[src/rtl/preif_fetch.sv]
// Instruction fetch stage ahead of IF: issues one outstanding memory request at a time,
// follows redirects and reports misaligned fetch addresses as an exception.
module preif_fetch #(
    parameter logic [31:0] RESET_PC = 32'hBFC0_0000,
    parameter int unsigned ADEL_BIT = 4
) (
    input  logic        clock_i,
    input  logic        reset_i,
    input  logic [3:0]  stall_i,
    input  logic        branch_enable_i,
    input  logic [31:0] branch_target_i,
    input  logic        exception_i,
    input  logic [31:0] exception_target_i,
    output logic        inst_req_o,
    output logic [31:0] inst_addr_o,
    input  logic        inst_addr_ok_i,
    input  logic        inst_data_ok_i,
    input  logic [31:0] inst_rdata_i,
    output logic [31:0] postif_pc_o,
    output logic [31:0] postif_inst_o,
    output logic [31:0] postif_exception_type_o,
    output logic        postif_inst_ren_o,
    output logic        postif_inst_ok_o,
    output logic        postif_inst_valid_o
);

    typedef enum logic [1:0] {StIdle, StReq, StWait} state_t;

    state_t      r_state;
    state_t      w_state_next;
    logic [31:0] r_pc;
    logic [31:0] r_req_pc;
    logic        r_discard;
    logic        r_adel_done;

    logic        w_stall;
    logic        w_redirect;
    logic [31:0] w_target;
    logic        w_handshake;
    logic        w_data_ret;
    logic [31:0] w_pc_next;
    logic        w_pc_next_ok;
    logic        w_deliver;
    logic        w_adel;
    logic [31:0] w_adel_flags;

    assign w_stall      = |stall_i;
    assign w_redirect   = exception_i | branch_enable_i;
    assign w_target     = exception_i ? exception_target_i : branch_target_i;
    assign w_handshake  = (r_state == StReq) & inst_addr_ok_i;
    assign w_data_ret   = (r_state == StWait) & inst_data_ok_i;
    assign w_pc_next    = w_redirect  ? w_target :
                          w_handshake ? r_pc + 32'd4 : r_pc;
    assign w_pc_next_ok = (w_pc_next[1:0] == 2'b00);
    // A return that coincides with a redirect belongs to the abandoned path.
    assign w_deliver    = w_data_ret & ~r_discard & ~w_redirect;
    assign w_adel       = (r_state == StIdle) & (r_pc[1:0] != 2'b00) & ~r_adel_done & ~w_stall;
    assign w_adel_flags = 32'd1 << ADEL_BIT;

    assign inst_addr_o       = r_pc;
    assign postif_inst_ren_o = inst_req_o & inst_addr_ok_i;
    assign postif_inst_ok_o  = inst_data_ok_i;

    always_ff @(posedge clock_i or posedge reset_i) begin
        if (reset_i) begin
            r_state <= StIdle;
        end else begin
            r_state <= w_state_next;
        end
    end

    // Transitions look at the next fetch PC so REQ never presents a misaligned address.
    always_comb begin
        w_state_next = r_state;
        unique case (r_state)
            StIdle: begin
                if (!w_stall && w_pc_next_ok) w_state_next = StReq;
            end
            StReq: begin
                if (w_handshake)        w_state_next = StWait;
                else if (!w_pc_next_ok) w_state_next = StIdle;
            end
            StWait: begin
                if (inst_data_ok_i) begin
                    w_state_next = (!w_stall && w_pc_next_ok) ? StReq : StIdle;
                end
            end
            default: w_state_next = StIdle;
        endcase
    end

    always_comb begin
        inst_req_o = (r_state == StReq);
    end

    always_ff @(posedge clock_i or posedge reset_i) begin
        if (reset_i) begin
            r_pc        <= RESET_PC;
            r_req_pc    <= 32'd0;
            r_discard   <= 1'b0;
            r_adel_done <= 1'b0;
        end else begin
            r_pc <= w_pc_next;
            if (w_handshake) r_req_pc <= r_pc;
            if (w_data_ret) begin
                r_discard <= 1'b0;
            end else if (w_redirect && ((r_state == StWait) || w_handshake)) begin
                r_discard <= 1'b1;
            end
            if (w_redirect)  r_adel_done <= 1'b0;
            else if (w_adel) r_adel_done <= 1'b1;
        end
    end

    always_ff @(posedge clock_i or posedge reset_i) begin
        if (reset_i) begin
            postif_inst_valid_o     <= 1'b0;
            postif_pc_o             <= 32'd0;
            postif_inst_o           <= 32'd0;
            postif_exception_type_o <= 32'd0;
        end else begin
            postif_inst_valid_o <= w_deliver | w_adel;
            if (w_deliver) begin
                postif_pc_o             <= r_req_pc;
                postif_inst_o           <= inst_rdata_i;
                postif_exception_type_o <= 32'd0;
            end else if (w_adel) begin
                postif_pc_o             <= r_pc;
                postif_inst_o           <= 32'd0;
                postif_exception_type_o <= w_adel_flags;
            end
        end
    end

endmodule

[config.mk]
export PLATFORM = sky130hd
export DESIGN_NAME = preif_fetch
export DESIGN_NICKNAME = d
export VERILOG_FILES = /design/src/rtl/preif_fetch.sv
export SDC_FILE = /design/constraint.sdc
export NUM_CORES = 1
export LEC_CHECK = 0
export ABC_AREA = 1
export ABC_CLOCK_PERIOD_IN_PS = 3670
export BUFFER_PORTS_ARGS = -buffer_cell sky130_fd_sc_hd__buf_2
export CAP_MARGIN = 30
export CORE_MARGIN = 10
export CORE_UTILIZATION = 46
export CTS_BUF_LIST = sky130_fd_sc_hd__clkbuf_16
export CTS_CLUSTER_DIAMETER = 80
export CTS_CLUSTER_SIZE = 8
export DETAILED_ROUTE_END_ITERATION = 6
export GPL_TIMING_DRIVEN = 0
export PLACE_DENSITY = 0.87
export SLEW_MARGIN = 20
export SYNTH_ARGS = -nofsm -noshare
export SYNTH_HDL_FRONTEND = slang
export SYNTH_SLANG_ARGS = --single-unit
[constraint.sdc]
create_clock -name clock_i -period 3.67 [get_ports clock_i]
set_clock_uncertainty 0.15 [all_clocks]
set_input_delay 0.1835 -clock clock_i [delete_from_list [all_inputs] [get_ports clock_i]]
set_output_delay 0.1835 -clock clock_i [all_outputs]
set_load 0.02 [all_outputs]
# Word-level counts from Yosys, hierarchy flattened
# Index checks and enable logic that the tools add are counted.
dict set report word_totals {
  register_bits 165
  output_inout_bits 132
  word_cells 61
  input_bits 106
}
dict set report op_classes {
  n_mux 19
  reduce_logical 13
  addsub 1
  n_eq_ne 5
  n_bitwise 13
}
# operator count
set ops {}
lappend ops {{2-to-1 mux 32 bit} 9}
lappend ops {{adder 32 x 3 -> 32 bit, second input constant} 1}
lappend ops {{nonzero test 2 bit} 5}
lappend ops {{2-to-1 mux 2 bit} 4}
lappend ops {{AND 1 bit} 7}
lappend ops {{case mux 2 bit (3 select lines)} 1}
lappend ops {{2-to-1 mux 1 bit} 5}
lappend ops {{zero test 2 bit} 2}
lappend ops {{inverter 1 bit} 4}
lappend ops {{OR reduction 4 bit} 1}
lappend ops {{!= test 3 bit, second input constant} 1}
lappend ops {{AND reduction 3 bit} 1}
lappend ops {{equality test 2 x 1 -> 1 bit, second input constant} 1}
lappend ops {{equality test 2 bit, second input constant} 1}
lappend ops {{logical AND 1 bit} 2}
lappend ops {{!= test 2 x 1 -> 1 bit, second input constant} 1}
lappend ops {{!= test 2 bit, second input constant} 1}
lappend ops {{OR 1 bit} 2}
lappend ops {{zero test 1 bit} 1}
lappend ops {{logical OR 1 bit} 1}

# Longest topological paths before layout
# Gate-level depths: netlist (run 1).
dict set report depth {
  depth_word 9
  ltp_mapped 9
  mapped_depth_nobuf 9
}

# Worst setup path before layout (run 1)
# OpenSTA, ideal clock, no wires.
dict set report synth_timing {
  path_kind {register to register}
  from {register r_pc[2], in the netlist inst_addr_o[2]}
  to {register r_pc[28], in the netlist inst_addr_o[28]}
  stages_incl_launch_ff 10
  period_less_slack_ps 1689
  setup_time_ps 73
  required_time_ps 3447
  arrival_time_ps 1466
  slack_ps 1981
  n_path_buf 0
  path_cell_list {dfrtp_1 ha_1 nand2_1 nor2_1 nand2_2 nor2_2 nand2_1 nand2_1 nand3_1 a21oi_1}
}
dict set report synth_between {
  elab_chain_cells 3
}
# item line
set synth_lines {}
lappend synth_lines {{start: declaration} 31} ;# logic [31:0] r_pc;
lappend synth_lines {{start signal: assignment} 103} ;# r_pc <= w_pc_next;
lappend synth_lines {{adder 32 x 3 -> 32 bit} 53} ;# w_handshake ? r_pc + 32'd4 : r_pc;
lappend synth_lines {{2-to-1 mux 32 bit} 53}
lappend synth_lines {{2-to-1 mux 32 bit} 52} ;# assign w_pc_next = w_redirect ? w_target :
# Every way passes these cells. The select of a mux whose other input is x is not followed.
# A chain may end at the register's enable or synchronous reset.

# Final worst setup path (run 1)
dict set report layout_timing {
  from {input branch_target_i[1]}
  to {register r_state[0]}
}
dict set report layout_between {
  elab_chain_cells 7
  elab_cells_between_ends 10
  classes_between {eq/ne: 2; mux: 5; reduce/logical: 3}
}
# item line
set layout_lines {}
lappend layout_lines {{start: declaration} 11} ;# input logic [31:0] branch_target_i,
lappend layout_lines {{2-to-1 mux 32 bit *} 49} ;# assign w_target = exception_i ? exception_target_i : branch_target_i;
lappend layout_lines {{2-to-1 mux 32 bit *} 52}
lappend layout_lines {{zero test 2 bit *} 54} ;# assign w_pc_next_ok = (w_pc_next[1:0] == 2'b00);
lappend layout_lines {{logical AND 1 bit} {77, 85}}
lappend layout_lines {{2-to-1 mux 1 bit} 85} ;# w_state_next = (!w_stall && w_pc_next_ok) ? StReq : StIdle;
lappend layout_lines {{2-to-1 mux 2 bit} 84} ;# if (inst_data_ok_i) begin
lappend layout_lines {{case mux 2 bit (3 select lines)} 75} ;# unique case (r_state)
lappend layout_lines {{end signal: assignment} 66} ;# r_state <= StIdle;
lappend layout_lines {{end signal: assignment} 68} ;# r_state <= w_state_next;
lappend layout_lines {{end: declaration} 29} ;# state_t r_state;
# Every way passes the cells marked *; elsewhere a longest branch is shown, timed or not. The select of a mux whose other input is x is not followed.

==> results of run 1 <==
-- power groups by stage --
| stage | combinational (mW) | clock (mW) | sequential, mW |
|---|---|---|---|
| global placement | 1.17 | 0 | 1.98 |
| finish | 1.28 | 1.69 | 1.98 |
| floorplan | 0.545 | 0 | 2.19 |
| detailed placement | 1.20 | 0 | 2.00 |
| CTS | 1.27 | 1.71 | 1.98 |
| global route | 1.40 | 1.77 | 2.02 |
-- final timing paths --
check	start	to	slack [ps]	depth (start not counted)
setup / recovery	branch_target_i[1]	r_state[0]	1390	9
hold / removal	exception_target_i[26]	inst_addr_o[26]	20	5
setup reg to reg	r_state[1]	inst_addr_o[3]	1620	6
hold reg to reg	r_req_pc[23]	r_req_pc[23]	340	2
max in group asynchronous	reset_i	inst_addr_o[25]	2500	5
min in group asynchronous	reset_i	postif_inst_o[5]	110	3
-- per-layer routing --
| metal | GRT usage | vias to the layer above | wire, um |
|---|---|---|---|
| li1 | - | 3596 | - |
| met1 | 0.2886 | 3451 | 10290 |
| met4 | 0.08645 | 0 | 633 |
| met5 | 0 | - | 0 |
| met3 | 0.07482 | 45 | 2441 |
| met2 | 0.3819 | 395 | 12020 |
-- registers in the layout, indices dropped and copies added, names as in the netlist --
name                     count
inst_addr_o                 32
postif_inst_o               32
postif_pc_o                 32
r_req_pc                    32
r_state                      2
postif_exception_type_o      1
postif_inst_valid_o          1
r_adel_done                  1
r_discard                    1
-- final cells by class --
class / instances / area share
clock inverters: 15 / 0.01630
plain buffers: 83 / 0.05680
well taps: 211 / 0.02646
flip-flops and latches: 134 / 0.3372
repair buffers: 275 / 0.1771
multi-input cells: 647 / 0.3072
inverters: 95 / 0.03636
clock buffers: 17 / 0.04263
-- worst min-delay path: stages --
cell,delay (ps)
buf_2,90
nand2_1,50
nand3_1,80
nand2_1,100
a21oi_1,70
-- cells by family after synthesis --
logic type | after synthesis
buf+inv | 178
compound gates | 167
simple gates | 441
fa+ha+maj | 1
xor+xnor | 7
flops | 134
other cells | 1
-- placed cells by master, fill, tap and decap left out, types with 31 or more instances in the layout --
cell             n
nand2_1        240
inv_1           86
dlygate4sd3_1   66
buf_4           38
buf_2          223
conb_1          31
o21ai_1         83
dfrtp_1        125
nor2_1          66
nand3_1        109
-- repair_timing --
item,CTS,global route
hold endpoints to repair,149,0
endpoints found under the setup margin,0,0
hold buffers,66,0
==> results.md, run 1 <==
- In this run the mean area of a mapped cell was just under 8 um^2.
- After clock tree synthesis, the clock-pin slew on the worst setup and hold paths is about 60 ps.
- The number of placed I/O pins is about 240.
- Of the total synthesized cell area, the portion taken by full adders, half adders and majority gates is 0.001727.
- The initial antenna violation count is 0.
- The first-pass GRT wire length is a little over 40,000 um.
- The total negative slack for setup checks is 0 ps.
- The share of total power dissipated in the clock network is 0.342.
- On the worst path, the slowest cell contributes a delay of ~550 ps.
- The final critical-path share of the clock period is 0.6204.
- The cell that appears most often on the critical path is dlygate4sd3_1.
- The die is roughly 150 um tall.
- At the end of the flow, the number of nets in the layout was about 1,400.
- The number of setup buffers added after CTS is 0.
- The routed design has approximately 25,000 um of wire.
- The post-cts resize count is 0.
- By area, the combinational part of the netlist is dominated by simple AND/OR/NAND/NOR gates.
- TritonCTS built the clock tree.
- Setup repair after global routing left no endpoint under its margin.
- The share of total power dissipated in combinational logic is 0.258.
- The final cell count without fillers is about 1,500.
- The tightest hold path in the finished design has a slack of between 15 and 20 ps.
- The class of the tightest hold or removal check is input pin to flop.
- The type of destination of the critical path is a flop.
- The power density of the placed cells is approximately 500 mW/mm^2.
- The buffers plus inverters on the worst setup path is 4.
- During synthesis, Yosys emitted a total of 0 warnings.
- The slowest stage cell on the critical path is dlygate4sd3_1.
- The number of design rule violations left after detail routing is 0.
- Counting along the longest clock path gives a buffer depth of 2.
- For this design the static power due to leakage is approximately 5.4 nW.
- The count of final setup violators is 0.
- The sequential share of the synthesized area is 0.4645.
- The dominant synthesized flop cell is dfrtp_1.
- The number of hold-slack violations in the final timing report is 0.
- The clock latency on the worst-skew pair is ~420 ps.
- Summing over every cut layer, the via total after detailed routing is roughly 7,500.
- The switching part of the total is 0.3296.
- The detailed-router iteration count before antenna repair is 6.
- The internal power contribution is 3.317 mW.
- The cell type with the largest total area after synthesis is dfrtp_1.
- The flow ran to the end, and the final reports show no timing, DRC or antenna violations.
- At the worst endpoint, the arrival time is 2480 ps.
- The post-detailed-route wirelength per cell is approximately 17 um.
- After synthesis, the share of cell area in mux cells is 0.
- The storage element area is 0.003364 mm^2.
- The commonest cells after synthesis are nand2_1 (240), dfrtp_1 (125), nand3_1 (109), inv_1 (87), o21ai_1 (83).
- The critical path is of the input pin to flop type.
- The clock sink total is 134.
- The cell row count is 45.
- Measured against its own limit, the worst slew margin works out to 0.5497.
- The critical path goes through dlygate4sd3_1, buf_2, nand2_1, nand2_1, dlygate4sd3_1, a21oi_1, nand4_1, o21ai_1, dlygate4sd3_1.
- The post-route total power is roughly 4.9 mW.
- Counting flops with a built-in enable in the synthesized netlist gives 0.
- Of the total synthesized cell area, the portion taken by XOR and XNOR cells is 0.008464.
- The final design area excluding fillers is roughly 0.010 mm^2.
- The endpoint required time on the critical path is 3880 ps.
- The initial core utilization is 0.4730.
- The signed area change from the synthesized netlist to the final layout is 37.76%.
- The minimum period implied by the final worst setup slack is 2277 ps.
- 0 antenna diodes ended up in the layout.
- Including well taps, the total number of placed cells is 1,379.
- The mapped netlist covers about 0.0072 mm^2.
- The total count of max-transition violations in the final report is 0.
- The share of the core filled with cells in the final layout is 0.6516.
- The share of the synthesized area in compound gates (AO/OA/AOI/OAI) is 0.1359.
- Summed over all layers, the global routing overflow is 0.
- The pin count of the biggest net entering global routing is 36.
- The fraction of registers with async set or reset after synthesis is 1.000.
- Across every metal layer, demand over resource in global routing totals 0.2359.
- The root buffer selected by CTS is clkbuf_16.
- The placeable core region is about 0.015 mm^2.
- The most frequent cell after synthesis is nand2_1.
- The count of nets left with antenna violations once routing finished came out at 0.
- The total of flip-flops plus latches after synthesis is between 100 and 150.
- The pre-CTS setup slack is 1745 ps.
- The worst vdd rail ir drop is just under 400 uV.
- The number of clock buffers added by TritonCTS is 17.
- The top cell family by delay on the critical path is buffers and inverters.
- Input and output buffers added on the ports amount to slightly above 200.
- The slew at the pin closest to its max-slew limit is 675.4 ps.
- From left edge to right edge, the die measures between 100 and 150 um.
- After filler insertion, the fill cell instance count of the layout stands at 1,321.
- The H-tree was split into 4 levels.
- The analysis attributes to net switching a power of 1.631 mW.
- The number of vias per cell is 5.069.
- The relative contribution of sequential cells to total power is 0.401.
- In this run, the number of DRC markers left after iteration 0 of detailed routing was 697.
- The worst setup path is launched from an input pin.
- After detailed placement, the total cell area comes to just under 0.009 mm^2.
- The floorplan step defined a die boundary enclosing between 0.02 and 0.025 mm^2.
- The tool flagged a number of max-cap violations equal to 0.
- In the final layout, the multi-input gates occupy just over 0.003 mm^2.
- Once detailed placement completed, the half-perimeter wirelength came to around 19,000 um.
- The congestion estimate from routability-driven global placement came to ~0.94.
- The share of post-route cells with drive strength above 1 is 0.2773.
- Synthesis instantiated 40 different standard cells from the library.
- The area share of the largest cell type after synthesis is 0.4319.
- Of the total synthesized cell area, the portion taken by AND, OR, NAND and NOR gates is 0.2610.
- By area the synthesized netlist is led by dfrtp_1 (43%), nand2_1 (12%), nand3_1 (7.5%).
- The worst setup margin is around 1400 ps.
- The number of global-route vias before repair is around 7,600.
- The peak fanout along the critical path is 3.
- In the synthesized netlist, the number of instances is a little over 900.
- Based on the critical path, the design can be clocked at up to between 0.4 and 0.5 GHz.
No activity file was read; power rests on OpenSTA's default activity.
==> run 2: changes to the inputs <==
--- a/config.mk
+++ b/config.mk
@@ -6,7 +6,7 @@
 export NUM_CORES = 1
 export LEC_CHECK = 0
 export ABC_AREA = 1
-export ABC_CLOCK_PERIOD_IN_PS = 3670
+export ABC_CLOCK_PERIOD_IN_PS = 1900
 export BUFFER_PORTS_ARGS = -buffer_cell sky130_fd_sc_hd__buf_2
 export CAP_MARGIN = 30
 export CORE_MARGIN = 10
==> constraint.sdc (replaced) <==
create_clock -name clock_i -period 1.9 [get_ports clock_i]
set_clock_uncertainty 0.15 [all_clocks]
set_input_delay 0.095 -clock clock_i [delete_from_list [all_inputs] [get_ports clock_i]]
set_output_delay 0.095 -clock clock_i [all_outputs]
set_load 0.02 [all_outputs]
==> results.md, run 2 (same netlist as run 1, synthesis figures left out) <==
- The flow ran to the end, and the final reports show no timing, DRC or antenna violations.
- The share of total power dissipated in sequential elements is 0.398.
- The kind of critical path is flop to flop.
- The tool flagged a number of max-cap violations equal to 0.
- The detail route stage leaves a number of antenna-violating nets equal to 0.
- The cell sitting at the root of the clock tree is a clkbuf_16.
- Along the worst path, the maximum fanout reaches 10.
- For this run, design rule violations remaining after detail routing come to 0.
- The signed area change from the synthesized netlist to the final layout is 43.93%.
- The number of hold-slack violations in the final timing report is 0.
- The clock reaches the later pin of the worst-skew pair after 420 ps.
- Detailed placement ended at an HPWL of 18,630 um.
- The region available for standard cell placement spans roughly 0.015 mm^2.
- In the layout the commonest cells are nand2_1 (240), buf_2 (218), dfrtp_1 (120).
- The final critical-path share of the clock period is 0.9805.
- The remaining global-route overflow is 0.
- The worst hold slack is roughly 20 ps.
- In this run the tool buffered the top-level ports with between 200 and 250 buffer cells.
- The type of destination of the critical path is a flop.
- The die width is 145.5 um.
- The most frequent standard cell in the layout excluding fill and tap cells is nand2_1.
- The H-tree depth is 4.
- The endpoint arrival time on the critical path is 1980 ps.
- Of the total power, the share spent switching nets is 0.3302.
- In this run the core area contains 45 standard-cell rows.
- The class of the tightest hold or removal check is input pin to async pin.
- Counting the buffers created by CTS gives 17.
- The starting DRC count in detailed routing is 779.
- Setup violations remaining at the end of the flow were counted as 0.
- Clock-pin slew was measured on the worst setup and hold paths at roughly 60 ps.
- The congestion estimate from routability-driven global placement came to about 0.94.
- The power density of the placed cells is ~930 mW/mm^2.
- For this run, the post-layout net count is 1,395.
- The initial antenna violation count is 0.
- Summed over all cells, the static leakage comes to 5.536 nW.
- For this run, the total global-route usage over all layers was measured as 0.2427.
- The combinational fraction of design power is 0.264.
- The pre-antenna-repair detailed-routing pass consisted of 6 iterations.
- The CTS tree is yes.
- The die is about 150 um tall.
- The routed layout has approximately 7,800 vias.
- The total negative slack for setup checks is 0 ps.
- The share of total power dissipated in the clock network is 0.339.
- The initial core utilization is 0.4730.
- Counting along the longest clock path gives a buffer depth of 2.
- For the pin with the worst max-slew slack, the measured transition is 591.7 ps.
- After detailed routing, the average wire length per cell comes to 17.36 um.
- between 200 and 250 I/O pins were placed.
- The net load switching power is 3.187 mW.
- Setup repair after global routing could not meet its margin everywhere.
- The number of vias per cell is just over 5.
- The clock net in this run drives a total of roughly 130 sinks.
- The number of global-route vias before repair is 7,776.
- STA classifies the critical path startpoint as a flop.
- The worst vdd rail ir drop is between 700 and 800 uV.
- In this run the tightest slew margin relative to its limit is 0.6055.
- The total count of max-transition violations in the final report came to 0.
- Entering global routing, the biggest net connects 36 pins.
- 0 antenna diodes ended up in the layout.
- The first-pass GRT wire length is approximately 42,000 um.
- The internal portion of the total power is 6.465 mW.
- At the worst endpoint, the required time is roughly 2000 ps.
- The die area is ~0.021 mm^2.
- Based on the critical path, the design can be clocked at up to 0.5368 GHz.
- At the end of the flow the core is filled with cells to 0.6807.
- In the final layout, the share of cells above drive strength 1 is 0.2798.
- The minimum period implied by the final worst setup slack is 1863 ps.
- The overall routed net length is around 26,000 um.
-- run 2: worst max-delay path, stage by stage (launching register included) --
cell     delay [ps]
dfrtp_1         420
buf_4           150
nand2_2          70
nor2_4          130
nand3_4         150
buf_12          180
buf_6           150
buf_6           150
nand3_1          80
o21ai_1          90
-- run 2: routing by layer --
layer  vias to the layer above  GRT usage  share of wire
met5                         -          0              0
met4                         0    0.09505          0.031
met3                        57    0.07110          0.091
met2                       404     0.3915           0.48
met1                      3612     0.2994           0.40
li1                       3678          -              -
-- run 2: per-stage QoR --
stage	instance area [um^2]	power (mW)	setup slack, ps	std cells
floorplan	7360	5.281	-2.824	959
global placement	8650	6.087	-816.5	1375
detailed placement	8730	6.184	-24.67	1379
CTS	10330	9.630	-0.6543	1510
global route	10430	10.11	-55.68	1512
finish	10430	9.653	37.13	1512
-- run 2: area by class of cell --
type,instances,area (um^2)
sequential,134,3371
timing repair buffer,311,2137
buffer,82,583.1
clock inverter,15,162.7
multi-input combinational,647,3117
clock buffer,17,425.4
inverter,95,365.4
fill,1257,4890
tap,211,264.0
-- run 2: timing repair --
item | CTS | global route
buffers inserted | 1 | 2
setup endpoints to repair | 26 | 60
hold buffers | 98 | 0
cloned | 0 | 1
pin swaps | 0 | 5
gates resized for setup | 7 | 24
hold endpoints to repair | 194 | 0
-- run 2: power groups by stage --
stage / Clock [mW] / Sequential (mW) / Combinational [mW]
3_3_place_gp: 0 / 3.83 / 2.26
6_report: 3.27 / 3.84 / 2.55
3_5_place_dp: 0 / 3.87 / 2.32
5_1_grt: 3.42 / 3.90 / 2.79
2_1_floorplan: 0 / 4.23 / 1.05
4_1_cts: 3.30 / 3.82 / 2.51
-- run 2: path summary, 6_finish.rpt --
kind | from | to | slack, ps | cells after the start
worst min-delay path | reset_i | postif_inst_o[5] | 20 | 3
worst max-delay path | r_state[1] | postif_inst_o[20] | 40 | 9
min in group clock_i | branch_target_i[15] | inst_addr_o[15] | 40 | 6
worst max register to register | r_state[1] | postif_inst_o[20] | 40 | 9
max in group asynchronous | reset_i | inst_addr_o[25] | 820 | 5
worst min register to register | r_req_pc[27] | r_req_pc[27] | 340 | 2
==> run 3: changes to the inputs <==
--- a/config.mk
+++ b/config.mk
@@ -6,17 +6,19 @@
 export NUM_CORES = 1
 export LEC_CHECK = 0
 export ABC_AREA = 1
-export ABC_CLOCK_PERIOD_IN_PS = 1900
+export ABC_CLOCK_PERIOD_IN_PS = 1990
 export BUFFER_PORTS_ARGS = -buffer_cell sky130_fd_sc_hd__buf_2
 export CAP_MARGIN = 30
+export CELL_PAD_IN_SITES_DETAIL_PLACEMENT = 1
+export CELL_PAD_IN_SITES_GLOBAL_PLACEMENT = 1
 export CORE_MARGIN = 10
-export CORE_UTILIZATION = 46
+export CORE_UTILIZATION = 36
 export CTS_BUF_LIST = sky130_fd_sc_hd__clkbuf_16
 export CTS_CLUSTER_DIAMETER = 80
 export CTS_CLUSTER_SIZE = 8
 export DETAILED_ROUTE_END_ITERATION = 6
 export GPL_TIMING_DRIVEN = 0
-export PLACE_DENSITY = 0.87
+export PLACE_DENSITY = 0.9
 export SLEW_MARGIN = 20
 export SYNTH_ARGS = -nofsm -noshare
 export SYNTH_HDL_FRONTEND = slang
==> constraint.sdc (replaced) <==
create_clock -name clock_i -period 1.99 [get_ports clock_i]
set_clock_uncertainty 0.15 [all_clocks]
set_input_delay 0.0995 -clock clock_i [delete_from_list [all_inputs] [get_ports clock_i]]
set_output_delay 0.0995 -clock clock_i [all_outputs]
set_load 0.02 [all_outputs]
==> results.md, run 3 (same netlist as run 1, synthesis figures left out) <==
- The count of final setup violators is 0.
- The die is ~160 um wide.
- Dividing the final minimum period by the clock period gives 0.9763.
- The share of the core filled with cells in the final layout is 0.5295.
- The total CTS buffers is 17.
- The worst hold slack is roughly 30 ps.
- Including well taps, the total number of placed cells is around 1,400.
- The relative max-transition margin is 0.5397.
- The CTS tree is yes.
- The max-cap check violation count is 0.
- The placed wire-length estimate after detailed placement is roughly 22,000 um.
- The type of destination of the critical path is a flop.
- Routability-driven placement finished with a final weighted congestion of roughly 0.90.
- Data on the critical path is required at its endpoint by 2150 ps.
- After detailed routing, the average wire length per cell comes to ~20 um.
- The overall routed net length is a little over 30,000 um.
- The floorplan has 51 rows.
- After the last flow step, the layout net total stands at ~1,400.
- The clock passes through at most 2 buffers.
- From bottom edge to top edge, the die measures ~160 um.
- The final design area excluding fillers is 0.01041 mm^2.
- In this run, the number of DRC markers left after iteration 0 of detailed routing was around 660.
- The total count of max-transition violations in the final report came to 0.
- The number of cells on the worst hold path is 6.
- For this block, the via count after detailed routing is between 7,000 and 8,000.
- The worst reg2reg path endpoint is inst_addr_o[2].
- The detailed-router iteration count before antenna repair is 5.
- The library cell used most frequently in the layout, excluding fill and tap cells, is nand2_1.
- Of the cells placed in the final design, the portion with a size suffix greater than 1 is 0.2772.
- The kind of critical path is flop to flop.
- During I/O placement, the number of pins put on the boundary was 238.
- The die area is about 0.026 mm^2.
- The combined global-route utilization of all metal layers is 0.2359.
- The flow ran to the end, and the final reports show no timing, DRC or antenna violations.
- The number of I/O port buffers is roughly 210.
- The number of fill cells is ~2,500.
- The number of global-route vias before repair is 8,757.
- Along the worst path, the maximum fanout reaches 10.
- The first-pass GRT wire length is around 49,000 um.
- The endpoint with the worst hold slack is inst_addr_o[0].
- The placeable core region is roughly 0.020 mm^2.
- Counting I/O delays and the setup requirement, the final critical path takes between 1500 and 2000 ps.
- The number of vias per cell is 5.085.
- For this design the ratio of total power to cell area is between 800 and 900 mW/mm^2.
- At the later pin of the worst-skew pair, clock insertion delay measures ~430 ps.
- The initial core utilization is 0.3685.
- The worst vdd rail ir drop is between 500 and 600 uV.
- The top cell types in the final layout, fill and taps aside, are nand2_1 (240), buf_2 (221), dfrtp_1 (125).
- For the final routed database, the setup TNS stands at 0 ps.
- The total overflow left after global routing is 0.
- The finished layout holds between 1,500 and 2,000 standard cells, fillers aside.
- In this run the cell area measured after placement is approximately 0.0088 mm^2.
- After clock tree synthesis, the clock-pin slew on the worst setup and hold paths is ~60 ps.
- The number of nets still failing antenna checks after routing is 0.
- STA classifies the critical path startpoint as a flop.
- The pin count of the biggest net entering global routing is 33.
- The reg-to-reg setup timing slack is 50 ps.
- The startpoint identified for the worst register-to-register timing path is r_state[0].
- The initial antenna violation count is 1.
- Counting cells, the worst reg-to-reg path comes to 7.
- Setup repair after global routing could not meet its margin everywhere.
- The startpoint of the tightest hold check path is exception_target_i[0].
- The number of design rule violations left after detail routing is 0.
- In this run the static leakage power is around 5.5 nW.
- The clock sink total is roughly 130.
- The root buffer selected by CTS is clkbuf_16.
- For the pin with the worst max-slew slack, the measured transition is slightly below 700 ps.
- The maximum frequency from static timing analysis is 0.5147 GHz.
- In this run the worst hold path is classified as input pin to flop.
- The signed area change from the synthesized netlist to the final layout is 43.67%.
- The endpoint arrival time on the critical path is around 2100 ps.
- The number of hold-slack violations in the final timing report is 0.
- In this run the number of H-tree levels came out at 4.
==> run 3: area by class of cell <==
cell class | instances | area [um^2] | share of cell area
inverters | 95 | 365.4 | 0.03511
well taps | 265 | 331.6 | 0.03186
flip-flops and latches | 134 | 3364 | 0.3233
multi-input cells | 647 | 3117 | 0.2995
repair buffers | 304 | 2090 | 0.2008
diodes | 1 | 2.502 | 0.0002405
plain buffers | 83 | 589.3 | 0.05663
clock inverters | 15 | 121.4 | 0.01166
clock buffers | 17 | 425.4 | 0.04088
==> run 3: critical path: stages (launching register included) <==
cell           delay (ps)
dfrtp_1               410
inv_2                 120
nor2_4                 50
nand2_4               100
buf_8                 160
xor2_1                180
a22oi_1                90
dlygate4sd3_1         570
==> run 3: worst max-delay path by stage <==
stage,from,end,slack [ps],cells after the start
after detailed placement,inst_addr_o[0],postif_pc_o[3],70,4
after floorplan,reset_i,inst_addr_o[0],80,1
after CTS,r_state[0],postif_inst_ren_o,0.5,7
after global placement,reset_i,inst_addr_o[21],-860,2
after global routing,r_state[1],postif_pc_o[25],-30,7
final,r_state[0],inst_addr_o[2],50,7
==> run 3: power by group <==
part | switching, mW | internal [mW]
clock | 1.19 | 1.80
sequential | 0.386 | 3.29
combinational | 1.59 | 0.938
total | 3.16 | 6.02
==> run 3: what timing repair did <==
action | in CTS | in global routing
hold buffers | 93 | 0
resized for setup | 5 | 25
hold endpoints to repair | 130 | 0
setup endpoints to repair | 1 | 45
pin swaps | 0 | 2
setup buffers | 1 | 0
==> run 3: per-stage QoR <==
step,total power [mW],setup WS (ps)
6_report,9.183,47.07
5_1_grt,9.674,-34.71
4_1_cts,9.184,0.5312
3_5_place_dp,5.997,72.49
3_3_place_gp,5.848,-863.9
2_1_floorplan,5.042,82.68
==> run 3: metal layers <==
layer,routed length (um),GRT usage,part of all wire
met1,12710,0.2724,0.41
met2,15290,0.4072,0.49
met3,2138,0.06016,0.069
met4,1018,0.09677,0.033
met5,0,0,0
